===== src/rtl/cnt_pkg.sv =====
// cnt_pkg: shared types and constants for the counter capture controller
package cnt_pkg;
  typedef enum logic [1:0] {IDLE, ARMED, RUN} state_e;
  localparam int EDGE_RISE = 0;
  localparam int EDGE_FALL = 1;
  localparam int EDGE_BOTH = 2;
  localparam int CNT_WIDTH_DEF = 8;
endpackage


===== src/rtl/evt_sync_edge.sv =====
// evt_sync_edge: synchronizes the async event pin and emits a registered 1-cycle edge pulse
module evt_sync_edge import cnt_pkg::*; #(
  parameter int SYNC_STAGES = 2,
  parameter int EDGE_SEL = EDGE_RISE
) (
  input  logic clk_i,
  input  logic rst_i,
  input  logic evt_i,
  output logic evt_edge_o
);
  logic [SYNC_STAGES-1:0] sync_q;
  logic hist_q, edge_q, rise, fall, edge_d;
  assign rise = sync_q[SYNC_STAGES-1] & ~hist_q;
  assign fall = ~sync_q[SYNC_STAGES-1] & hist_q;
  assign edge_d = (EDGE_SEL == EDGE_BOTH) ? (rise | fall) : (EDGE_SEL == EDGE_FALL) ? fall : rise;
  assign evt_edge_o = edge_q;
  always_ff @(posedge clk_i) begin
    if (rst_i) begin
      sync_q <= '0;
      hist_q <= 1'b0;
      edge_q <= 1'b0;
    end else begin
      sync_q <= {sync_q[SYNC_STAGES-2:0], evt_i};
      hist_q <= sync_q[SYNC_STAGES-1];
      edge_q <= edge_d;
    end
  end
endmodule


===== src/rtl/cnt_capture_ctrl.sv =====
// cnt_capture_ctrl: arms the counter on qualified event edges and captures the count into a 1-entry slot
module cnt_capture_ctrl import cnt_pkg::*; #(
  parameter int CNT_WIDTH = CNT_WIDTH_DEF,
  parameter int SYNC_STAGES = 2,
  parameter int EDGE_SEL = EDGE_RISE
) (
  input  logic                 clk_i,
  input  logic                 rst_i,
  input  logic                 arm_i,
  input  logic                 evt_i,
  input  logic [CNT_WIDTH-1:0] cnt_i,
  input  logic                 ovf_i,
  output logic                 cnt_en_o,
  output logic                 cnt_clr_o,
  output logic [CNT_WIDTH-1:0] cap_data_o,
  output logic                 cap_ovf_o,
  output logic                 cap_valid_o,
  input  logic                 cap_ready_i,
  output logic                 busy_o,
  output logic                 lost_o
);
  state_e state_q, state_d;
  logic [CNT_WIDTH-1:0] data_q, data_d;
  logic ovf_q, ovf_d, valid_q, valid_d, lost_q, lost_d;
  logic evt_edge, en, clr, cap, load, arm_start;
  evt_sync_edge #(.SYNC_STAGES(SYNC_STAGES), .EDGE_SEL(EDGE_SEL)) u_sync (
    .clk_i(clk_i),
    .rst_i(rst_i),
    .evt_i(evt_i),
    .evt_edge_o(evt_edge)
  );
  always_comb begin
    state_d = state_q;
    en = 1'b0;
    clr = 1'b0;
    cap = 1'b0;
    case (state_q)
      IDLE: if (arm_i) begin
        state_d = ARMED;
        clr = 1'b1;
      end
      ARMED: if (!arm_i) state_d = IDLE;
        else if (evt_edge) begin
          state_d = RUN;
          clr = 1'b1;
        end
      RUN: if (!arm_i) state_d = IDLE;
        else begin
          en = 1'b1;
          clr = evt_edge;
          cap = evt_edge;
        end
      default: state_d = IDLE;
    endcase
  end
  // A capture lands if the slot is empty or is being drained in the same cycle.
  assign arm_start = (state_q == IDLE) & arm_i;
  assign load = cap & (~valid_q | cap_ready_i);
  assign valid_d = load | (valid_q & ~cap_ready_i);
  assign data_d = load ? cnt_i : data_q;
  assign ovf_d = load ? ovf_i : ovf_q;
  assign lost_d = arm_start ? 1'b0 : lost_q | (cap & valid_q & ~cap_ready_i);
  always_ff @(posedge clk_i) begin
    if (rst_i) begin
      state_q <= IDLE;
      data_q <= '0;
      ovf_q <= 1'b0;
      valid_q <= 1'b0;
      lost_q <= 1'b0;
    end else begin
      state_q <= state_d;
      data_q <= data_d;
      ovf_q <= ovf_d;
      valid_q <= valid_d;
      lost_q <= lost_d;
    end
  end
  assign cnt_en_o = en & ~rst_i;
  assign cnt_clr_o = clr & ~rst_i;
  assign cap_data_o = data_q;
  assign cap_ovf_o = ovf_q;
  assign cap_valid_o = valid_q;
  assign busy_o = state_q != IDLE;
  assign lost_o = lost_q;
endmodule


===== config.mk =====
export PLATFORM = sky130hd
export DESIGN_NAME = cnt_capture_ctrl
export DESIGN_NICKNAME = d
export VERILOG_FILES = /design/src/rtl/cnt_pkg.sv /design/src/rtl/evt_sync_edge.sv /design/src/rtl/cnt_capture_ctrl.sv
export SDC_FILE = /design/constraint.sdc
export NUM_CORES = 1
export LEC_CHECK = 0
export BUFFER_PORTS_ARGS = -buffer_cell sky130_fd_sc_hd__buf_2
export CELL_PAD_IN_SITES_DETAIL_PLACEMENT = 1
export CELL_PAD_IN_SITES_GLOBAL_PLACEMENT = 2
export CORE_MARGIN = 5
export CORE_UTILIZATION = 31
export DETAILED_ROUTE_END_ITERATION = 8
export GPL_TIMING_DRIVEN = 0
export HOLD_SLACK_MARGIN = 0.15
export PLACE_DENSITY_LB_ADDON = 0.1
export SYNTH_ARGS = -nofsm -noshare
export SYNTH_HDL_FRONTEND = slang
export SYNTH_SLANG_ARGS = --single-unit

===== constraint.sdc =====
create_clock -name clk_i -period 2.85 [get_ports clk_i]
set_input_delay 0.1425 -clock clk_i [delete_from_list [all_inputs] [get_ports clk_i]]
set_output_delay 0.1425 -clock clk_i [all_outputs]
set_load 0.01 [all_outputs]

Word level (Yosys, flattened, before mapping)
Cells that the tools add are included.

Register bits: 17. Input bits: 14. Word-level logic and storage cells: 44.

Eq/ne operators: 5. Mux-type cells: 12. Bitwise gates (word level): 15. Reduce and logical (&&, ||, !) cells: 4.

Operator list (number): $and A1 B1 Y1 (8); $mux W2 (4); $mux W1 (6); $pmux W2 S3 (1); $ne A2 B2 Y1 const B (2); $not A1 Y1 (4); $ne A3 B2 Y1 const B (1); $or A1 B1 Y1 (3); $pmux W1 S3 (1); $reduce_and A3 Y1 (1); $eq A2 B1 Y1 const B (1); $eq A2 B2 Y1 const B (1); $logic_not A2 Y1 (1); $reduce_bool A2 Y1 (1); $reduce_or A2 Y1 (1).

Depth between registers and ports, before layout
Gate-level depths: netlist of run 1.

Depth after elaboration: 5. Gate-level depth with buffers: 5.

By module
From an unflattened synthesis of run 1, not the netlist that was laid out.

Cell total of the unflattened synthesis: 81. Area, all modules: 825.8 um2.

By module, submodules not included: cnt_capture_ctrl (times used 1, cells each 73, area an instance 714.4 um2); evt_sync_edge (times used 1, cells each 8, area an instance 111.4 um2).

Least setup slack after synthesis of run 1
Ideal clock, no wire load.

Path type: register -> output. Start: register state_q[0]. End: output cnt_clr_o. Arrival: 1.192 ns. Slack: 1.516 ns. Stages on the path, launching flop included: 5. Path through: dfxtp_1 inv_1 ha_1 a21oi_1 nor4b_1.

Longest elaborated chain between the ends: 3.

RTL lines: start, declared (line cnt_capture_ctrl.sv:22) `state_e state_q, state_d;`; start signal, assigned (line cnt_capture_ctrl.sv:71) `state_q <= state_d;`; $eq A2 B2 Y1, or another cell as far along (line cnt_capture_ctrl.sv:37) `case (state_q)`; $pmux W1 S3 (*) (line cnt_capture_ctrl.sv:37); $and A1 B1 Y1 (*) (line cnt_capture_ctrl.sv:79) `assign cnt_clr_o = clr & ~rst_i;`; end, declared (line cnt_capture_ctrl.sv:14) `output logic cnt_clr_o,`.

Every way passes the cells marked *; elsewhere a longest branch is shown, timed or not.

Final worst setup path of run 1
Start: register state_q[1]. End: output cnt_clr_o.

The elaborated chain is that of the path after synthesis.

==> reports/metrics.csv, run 1 <==
metric;value;unit
setup violators final;0;
# fillers;312;
R2R setup slack;1.40;ns
pwr/cell area;396;nW/um2
Avg WL per Cell;12.3;um
Slew HR;0.761;
Area Growth Syn to Fin;35.9;%
R2R depth;5;
fmax;594;MHz
nets;142;
crit-path cells;inv_1 > ha_1 > a21oi_1 > nor4b_1 > buf_2;
CTS root buf;clkbuf_4;
Port Buffers;25;
sequential share of the synthesized area;0.409;
number of flops mapped to enable cells by yosys;0;
CORE AREA;2520;um2
drt pass-1 iters;4;
mapped cell area;832;um2
worst slew pin tran;0.359;ns
worst vdd ir;0.000299;V
Data arrival, critical path;1.54;ns
Yosys cell types;24;
top cell type's share of synthesized area;0.409;
area leader, netlist;dfxtp_1;
prevailing post-synth register cell;dfxtp_1;
top-count cell post-synth;nand2b_1;
Die Y;61.8;um
synth top area cells;dfxtp_1 (41%), nand2b_1 (16%), mux2i_1 (12%);
max cap viols;0;
crit start category;register;
Skew-Pair Late Insertion Delay;0.28;ns
antenna violations before repair;0;
global-route usage over all layers;0.103;
Worst Skew;0.00295;ns
Top Family by Delay on Critical Path;flip-flops;
delay of the slowest critical-path stage;0.41;ns
Leak Pwr;0.000483;uW
critical path's slowest cell;dfxtp_1;
clock-pin slew on the worst setup and hold paths;0.09;ns
share of cells above drive strength 1;0.287;
TritonCTS Sinks;17;
most frequent cells after synthesis;nand2b_1 (21), dfxtp_1 (17), mux2i_1 (10);
Overflow after GRT;0;
Post-DP HPWL;1400;um
row count;18;
WP depth;5;
Initial Util;0.330;
routed via count;691;
synthesized instance count;82;
Routed Antenna Nets;0;
routability cong.;0.711;
GRT Max-Usage Layer;met2;
CP bufs+invs;2;
largest net degree at the start of global routing;11;
number of H-tree levels;1;
worst-path fanout max;4;
minimum clock period;1.68;ns
M2 GR Usage;0.172;
post_cts resized;0;
hold crit path type;input pin to register;
period utilization;0.590;
Inst Count DP;137;
global-route wire length before repair;2900;um
CTS Buffer Depth;2;
number of DRC markers in iteration 0;4;
TritonCTS clock tree;yes;
synthesized flop and latch total;17;
final slew viol count;0;
critical path class;register to output port;
fraction of registers with async set/reset;0;
GRT met3 Usage;0.0393;
syn_area_per_cell;10.1;um2
Ports;28;
number of CTS-inserted buffers;3;
Inserted Diodes;0;
routed vias/inst;4.55;
CP Data Required Time;2.71;ns
RSZ-0062 raised after global routing;no;
vias in the first global route;694;
setup TNS;0;ns
status;completed;
Net Count, Synth;101;
Hold Fails Final Rpt;0;
hold depth;2;
DRC;0;
crit end category;output port;
grt met1 use;0.128;
filler-free cell count of the finished design;152;
Die Wd;61.8;um
Ys Warns;0;
DRT Wirelength;1870;um
die area;3820;um2
==> what timing repair did <==
item                                    4_1_cts  5_1_grt
hold buffers                                 11        0
buffers inserted                              0        0
endpoints found under the setup margin        0        0
endpoints found under the hold margin        11        0
==> state kept, by name (all words and copies together), names as in the netlist <==
register and count:
u_sync.hist_q 1, lost_o 1, cap_valid_o 1, cap_ovf_o 1, cap_data_o 8, state_q 2
u_sync.evt_edge_o 1, u_sync.sync_q 2
==> stage by stage <==
step / power [uW] / worst slack [ns] / instance area [um2] / utilization / hold slack [ns]
floorplan: 296 / 1.52 / 832 / - / 0.271
finish: 448 / 1.17 / 1130 / 0.448 / 0.173
global placement: 318 / 1.47 / 995 / 0.394 / 0.356
detailed placement: 320 / 1.37 / 995 / 0.394 / 0.371
CTS: 458 / 1.14 / 1130 / 0.448 / 0.168
global route: 479 / 1.03 / 1130 / 0.448 / 0.170
==> placed cells by master (no fill, tap or decap), drive strengths merged <==
master | Yosys | routed
a211oi | 1 | 1
a21oi | 1 | 1
a31oi | 2 | 2
a41oi | 1 | 1
and2b | 1 | 1
buf | 3 | 28
clkbuf | 1 | 5
dfxtp | 17 | 17
dlygate4sd3 | 0 | 11
ha | 5 | 5
inv | 4 | 4
mux2i | 10 | 10
nand2 | 1 | 1
nand2b | 21 | 21
nand3 | 1 | 1
nand4 | 1 | 1
nor2 | 4 | 4
nor2b | 5 | 5
nor4b | 1 | 1
o211ai | 1 | 1
or3 | 1 | 1
==> cells by family after synthesis <==
group,share of synthesized area
AO/OA/AOI/OAI,0.0496
buffers and inverters,0.0511
flip-flops,0.409
multiplexers,0.120
AND/OR/NAND/NOR,0.295
adder cells (fa/ha/maj),0.0752
==> power breakdown <==
group          switching (uW)  internal [uW]
clock                    68.9           54.2
sequential               4.70            243
combinational            35.7           41.5
total                     109            338
==> routing by layer <==
metal / share of wire / vias to the layer above
met3: 0.066 / 2
li1: - / 351
met1: 0.45 / 321
met5: 0 / -
met4: 0.0080 / 0
met2: 0.47 / 17
==> path summary, 6_finish.rpt <==
| check | from | endpoint |
|---|---|---|
| max | state_q[1] | cnt_clr_o |
| min | rst_i | u_sync.hist_q |
| max reg2reg | state_q[0] | cap_data_o[6] |
| min reg2reg | u_sync.hist_q | u_sync.evt_edge_o |
==> cell type report <==
type / instances / area, um2 / share of cell area
Multi-Input combinational cell: 57 / 449 / 0.397
Sequential cell: 17 / 340 / 0.301
Clock buffer: 4 / 26.3 / 0.0232
Tap cell: 30 / 37.5 / 0.0332
Buffer: 4 / 27.5 / 0.0243
Timing Repair Buffer: 36 / 235 / 0.208
Inverter: 4 / 15.0 / 0.0133
Power figures use the tool's default switching activity.
==> run 2: changes to the inputs <==
--- a/config.mk
+++ b/config.mk
@@ -9,7 +9,7 @@
 export CELL_PAD_IN_SITES_DETAIL_PLACEMENT = 1
 export CELL_PAD_IN_SITES_GLOBAL_PLACEMENT = 2
 export CORE_MARGIN = 5
-export CORE_UTILIZATION = 31
+export CORE_UTILIZATION = 26
 export DETAILED_ROUTE_END_ITERATION = 8
 export GPL_TIMING_DRIVEN = 0
 export HOLD_SLACK_MARGIN = 0.15
==> constraint.sdc (replaced) <==
create_clock -name clk_i -period 1.46 [get_ports clk_i]
set_input_delay 0.073 -clock clk_i [delete_from_list [all_inputs] [get_ports clk_i]]
set_output_delay 0.073 -clock clk_i [all_outputs]
set_load 0.01 [all_outputs]
==> run 2 against run 1 <==
Against the previous run:
- combinational power rose to 2.6 times the previous value
- global-route usage down 0.63 points
- cell area is 8.1% higher
- clock skew grew 0.0016 ns
- wire length grew 4.8%
- die area up 16%
- first-iteration DRC count rose to 6.0 times the previous value
==> reports/metrics.csv, run 2 (synthesized netlist as in run 1, its figures left out) <==
metric;value;unit
crit start category;register;
die area;4430;um2
number of CTS-inserted buffers;3;
Post-DP HPWL;1350;um
share of cells above drive strength 1;0.381;
hold crit path type;input pin to register;
Ports;28;
Overflow after GRT;0;
Leak Pwr;0.000506;uW
Skew-Pair Late Insertion Delay;0.30;ns
Routed Antenna Nets;0;
Port Buffers;25;
crit end category;output port;
worst hold margin;0.304;ns
grt met1 use;0.109;
Avg WL per Cell;11.5;um
antenna violations before repair;0;
crit-path cells;inv_2 > ha_4 > a21oi_2 > nor4b_2 > buf_2;
Worst Skew;0.00459;ns
RSZ-0062 raised after global routing;yes;
final slew viol count;0;
largest net degree at the start of global routing;11;
most frequent cells in the layout;buf_2 (26), nand2b_1 (21), dfxtp_1 (15);
CTS root buf;clkbuf_4;
Area Growth Syn to Fin;46.9;%
commonest non-fill, non-tap cell in the layout;buf_2;
critical path class;register to output port;
routability cong.;0.627;
# fillers;362;
setup TNS;0;ns
GRT Max-Usage Layer;met2;
Die Wd;66.6;um
M2 GR Usage;0.170;
DRC;0;
setup violators final;0;
Inserted Diodes;0;
Hold Fails Final Rpt;0;
global-route wire length before repair;3210;um
max reg flops;8;
row count;20;
routed vias/inst;4.24;
number of H-tree levels;1;
CTS Buffer Depth;2;
Design Area, Final;1220;um2
pwr/cell area;778;nW/um2
Initial Util;0.273;
max cap viols;0;
number of DRC markers in iteration 0;24;
period utilization;0.986;
minimum clock period;1.44;ns
worst vdd ir;0.000299;V
critical path's slowest cell;dfxtp_2;
CORE AREA;3050;um2
Placed Area;1010;um2
status;completed;
delay of the slowest critical-path stage;0.36;ns
clock-pin slew on the worst setup and hold paths;0.11;ns
fmax;694;MHz
vias in the first global route;731;
Die Y;66.6;um
CP Data Required Time;1.39;ns
TritonCTS clock tree;yes;
global-route usage over all layers;0.0965;
GRT met3 Usage;0.0270;
TritonCTS Sinks;17;
worst slew pin tran;0.336;ns
routed via count;721;
Data arrival, critical path;1.37;ns
worst-path fanout max;2;
DRT Wirelength;1960;um
nets;146;
Slew HR;0.776;
drt pass-1 iters;2;
run 2: layout make-up:
cell class                 count  area, um2  area share
sequential                    17        343       0.280
clock inverter                 1       5.00     0.00409
buffer                         4       27.5      0.0225
inverter                       4       15.0      0.0123
clock buffer                   3       22.5      0.0184
multi-input combinational     57        487       0.398
tap                           44       55.1      0.0450
timing repair buffer          40        268       0.219
run 2: routing by layer:
| layer | share of wire | vias up |
|---|---|---|
| met5 | 0 | - |
| met4 | 0.0066 | 0 |
| met3 | 0.049 | 2 |
| met2 | 0.51 | 17 |
| met1 | 0.43 | 343 |
| li1 | - | 359 |
run 2: worst paths after layout:
path	startpoint	endpoint	slack, ns	depth (start not counted)
max	state_q[0]	cnt_clr_o	0.02	5
min	cap_ready_i	cap_valid_o	0.30	4
max reg2reg	state_q[0]	cap_data_o[2]	0.13	6
min reg2reg	u_sync.hist_q	u_sync.evt_edge_o	0.39	1
run 2: worst max-delay path: cells and delay by family, from the launching register on:
| kind | cells | cell delay, ns |
|---|---|---|
| AO/OA/AOI/OAI | 1 | 0.04 |
| flip-flops | 1 | 0.36 |
| buffers and inverters | 2 | 0.22 |
| adder cells (fa/ha/maj) | 1 | 0.25 |
| AND/OR/NAND/NOR | 1 | 0.19 |
run 2: power by group:
part	switching (uW)	leakage (uW)	internal (uW)
sequential	7.41	0.000139	475
clock	167	0.0000177	102
combinational	88.9	0.000350	110
run 2: timing repair:
item,4_1_cts,5_1_grt
buffers inserted,3,0
pin swaps,1,1
cloned,0,0
endpoints found under the setup margin,2,9
hold endpoints to repair,13,0
hold buffers,12,0
resized for setup,9,2
run 2: per-stage QoR:
stage	power, uW	instances	setup slack (ns)	utilization
finish	951	170	0.0199	0.400
global route	1000	170	-0.0712	0.400
CTS	961	170	-0.0455	0.396
detailed placement	625	151	0.0367	0.332
global placement	621	151	0.0803	0.332
floorplan	579	82	0.195	-
==> run 3: changes to the inputs <==
--- a/config.mk
+++ b/config.mk
@@ -5,11 +5,12 @@
 export SDC_FILE = /design/constraint.sdc
 export NUM_CORES = 1
 export LEC_CHECK = 0
+export ABC_CLOCK_PERIOD_IN_PS = 1700
 export BUFFER_PORTS_ARGS = -buffer_cell sky130_fd_sc_hd__buf_2
 export CELL_PAD_IN_SITES_DETAIL_PLACEMENT = 1
 export CELL_PAD_IN_SITES_GLOBAL_PLACEMENT = 2
 export CORE_MARGIN = 5
-export CORE_UTILIZATION = 26
+export CORE_UTILIZATION = 31
 export DETAILED_ROUTE_END_ITERATION = 8
 export GPL_TIMING_DRIVEN = 0
 export HOLD_SLACK_MARGIN = 0.15
==> constraint.sdc (replaced) <==
create_clock -name clk_i -period 1.7 [get_ports clk_i]
set_input_delay 0.085 -clock clk_i [delete_from_list [all_inputs] [get_ports clk_i]]
set_output_delay 0.085 -clock clk_i [all_outputs]
set_load 0.01 [all_outputs]
==> run 3 against run 2 <==
Against the previous run:
- die area shrank 14%
- critical path depth unchanged
- combinational power down 34%
- hold slack improved by 0.032 ns
- wire length decreased by 4.5%
- power is 21% lower
- non-clock buffer count decreased by 3
- final cell count down 10%
- count of clock-buffer cells in the layout grew 1
- global-route usage up 0.63 points
- clock power fell by 23%
- sequential share of layout area is 1.9 points higher
- largest power group unchanged
==> reports/metrics.csv, run 3 (synthesized netlist as in run 1, its figures left out) <==
metric;value;unit
crit end category;output port;
Routed Antenna Nets;0;
Die Wd;61.8;um
antenna violations before repair;0;
largest net degree at the start of global routing;11;
pwr/cell area;659;nW/um2
hold depth;4;
row count;18;
worst vdd ir;0.000502;V
worst-path fanout max;4;
CTS root buf;clkbuf_4;
nets;143;
clock-pin slew on the worst setup and hold paths;0.09;ns
number of DRC markers in iteration 0;3;
share of cells above drive strength 1;0.301;
Post-DP HPWL;1400;um
global-route wire length before repair;2900;um
minimum clock period;1.56;ns
max reg flops;8;
routed via count;690;
Avg WL per Cell;12.2;um
setup violators final;0;
routability cong.;0.711;
number of H-tree levels;1;
crit start category;register;
Initial Util;0.330;
RSZ-0062 raised after global routing;no;
routed vias/inst;4.51;
Slew HR;0.761;
CORE AREA;2520;um2
period utilization;0.920;
CTS Buffer Depth;2;
DRC;0;
most frequent cells in the layout;buf_2 (26), nand2b_1 (21), dfxtp_1 (15);
CP Data Required Time;1.62;ns
TritonCTS clock tree;yes;
status;completed;
commonest non-fill, non-tap cell in the layout;buf_2;
max cap viols;0;
R2R depth;5;
Skew-Pair Late Insertion Delay;0.28;ns
Die Y;61.8;um
hold crit path type;input pin to register;
Hold Fails Final Rpt;0;
final slew viol count;0;
die area;3820;um2
vias in the first global route;694;
Worst Skew;0.00269;ns
# fillers;309;
TritonCTS Sinks;17;
number of CTS-inserted buffers;3;
PnR Total Power;753;uW
Port Buffers;25;
setup TNS;0;ns
Overflow after GRT;0;
Inserted Diodes;0;
fmax;640;MHz
Ports;28;
Leak Pwr;0.000488;uW
Area Growth Syn to Fin;37.4;%
global-route usage over all layers;0.103;
Data arrival, critical path;1.48;ns
critical path class;register to output port;
DRT Wirelength;1870;um
drt pass-1 iters;4;
worst slew pin tran;0.359;ns
## run 3: cell types whose count changed in the layout (fill, tap and decap cells not counted), moves of 2 or more
cell	change
inv_2	-2
ha_1	+3
buf_4	-3
ha_4	-2
inv_1	+2
## run 3: path summary, 6_finish.rpt
kind	end	from	slack (ns)
setup reg to reg	cap_data_o[6]	state_q[0]	0.27
hold reg to reg	u_sync.evt_edge_o	u_sync.hist_q	0.39
setup / recovery	cnt_clr_o	state_q[1]	0.14
hold / removal	cap_valid_o	cap_ready_i	0.34
## run 3: repair_timing
action | CTS | global route
gates resized for setup | 0 | 2
hold buffers | 12 | 0
setup buffers | 0 | 0
endpoints found under the hold margin | 12 | 0
setup endpoints to repair | 0 | 1
## run 3: cell type report
class | instances | area [um2] | share of cell area
Buffer | 4 | 27.5 | 0.0241
Clock buffer | 4 | 26.3 | 0.0230
Inverter | 4 | 15.0 | 0.0131
Multi-Input combinational cell | 57 | 449 | 0.393
Sequential cell | 17 | 343 | 0.300
Tap cell | 30 | 37.5 | 0.0328
Timing Repair Buffer | 37 | 245 | 0.214
## run 3: layer usage
metal	up-vias	wire (um)	global-route usage	part of all wire
li1	353	-	-	-
met4	0	15	0.0182	0.0080
met1	318	865	0.128	0.46
met3	2	117	0.0393	0.063
met5	-	0	0	0
met2	17	871	0.172	0.47
## run 3: metrics by stage
stage                     hold slack (ns)  setup slack [ns]  std cells  utilization  cell area (um2)
final                               0.336             0.137        153        0.453             1140
after global routing                0.324           0.00797        153        0.453             1140
after CTS                           0.322            0.0488        153        0.452             1140
after detailed placement            0.314             0.219        137        0.394              995
after global placement              0.298             0.317        137        0.394              995
after floorplan                     0.213             0.423         82            -              832
## run 3: power breakdown
part | switching (uW) | internal [uW] | leakage, uW | total, uW
Clock | 115 | 90.9 | 0.0000150 | 206
Sequential | 7.87 | 408 | 0.000139 | 416
Combinational | 60.1 | 71.1 | 0.000335 | 131
## run 3: worst max-delay path, stage by stage, from the launching register on
cell and delay [ns]:
dfxtp_2 0.37, inv_1 0.09, ha_1 0.28, a21oi_1 0.06, nor4b_1 0.22, buf_2 0.17
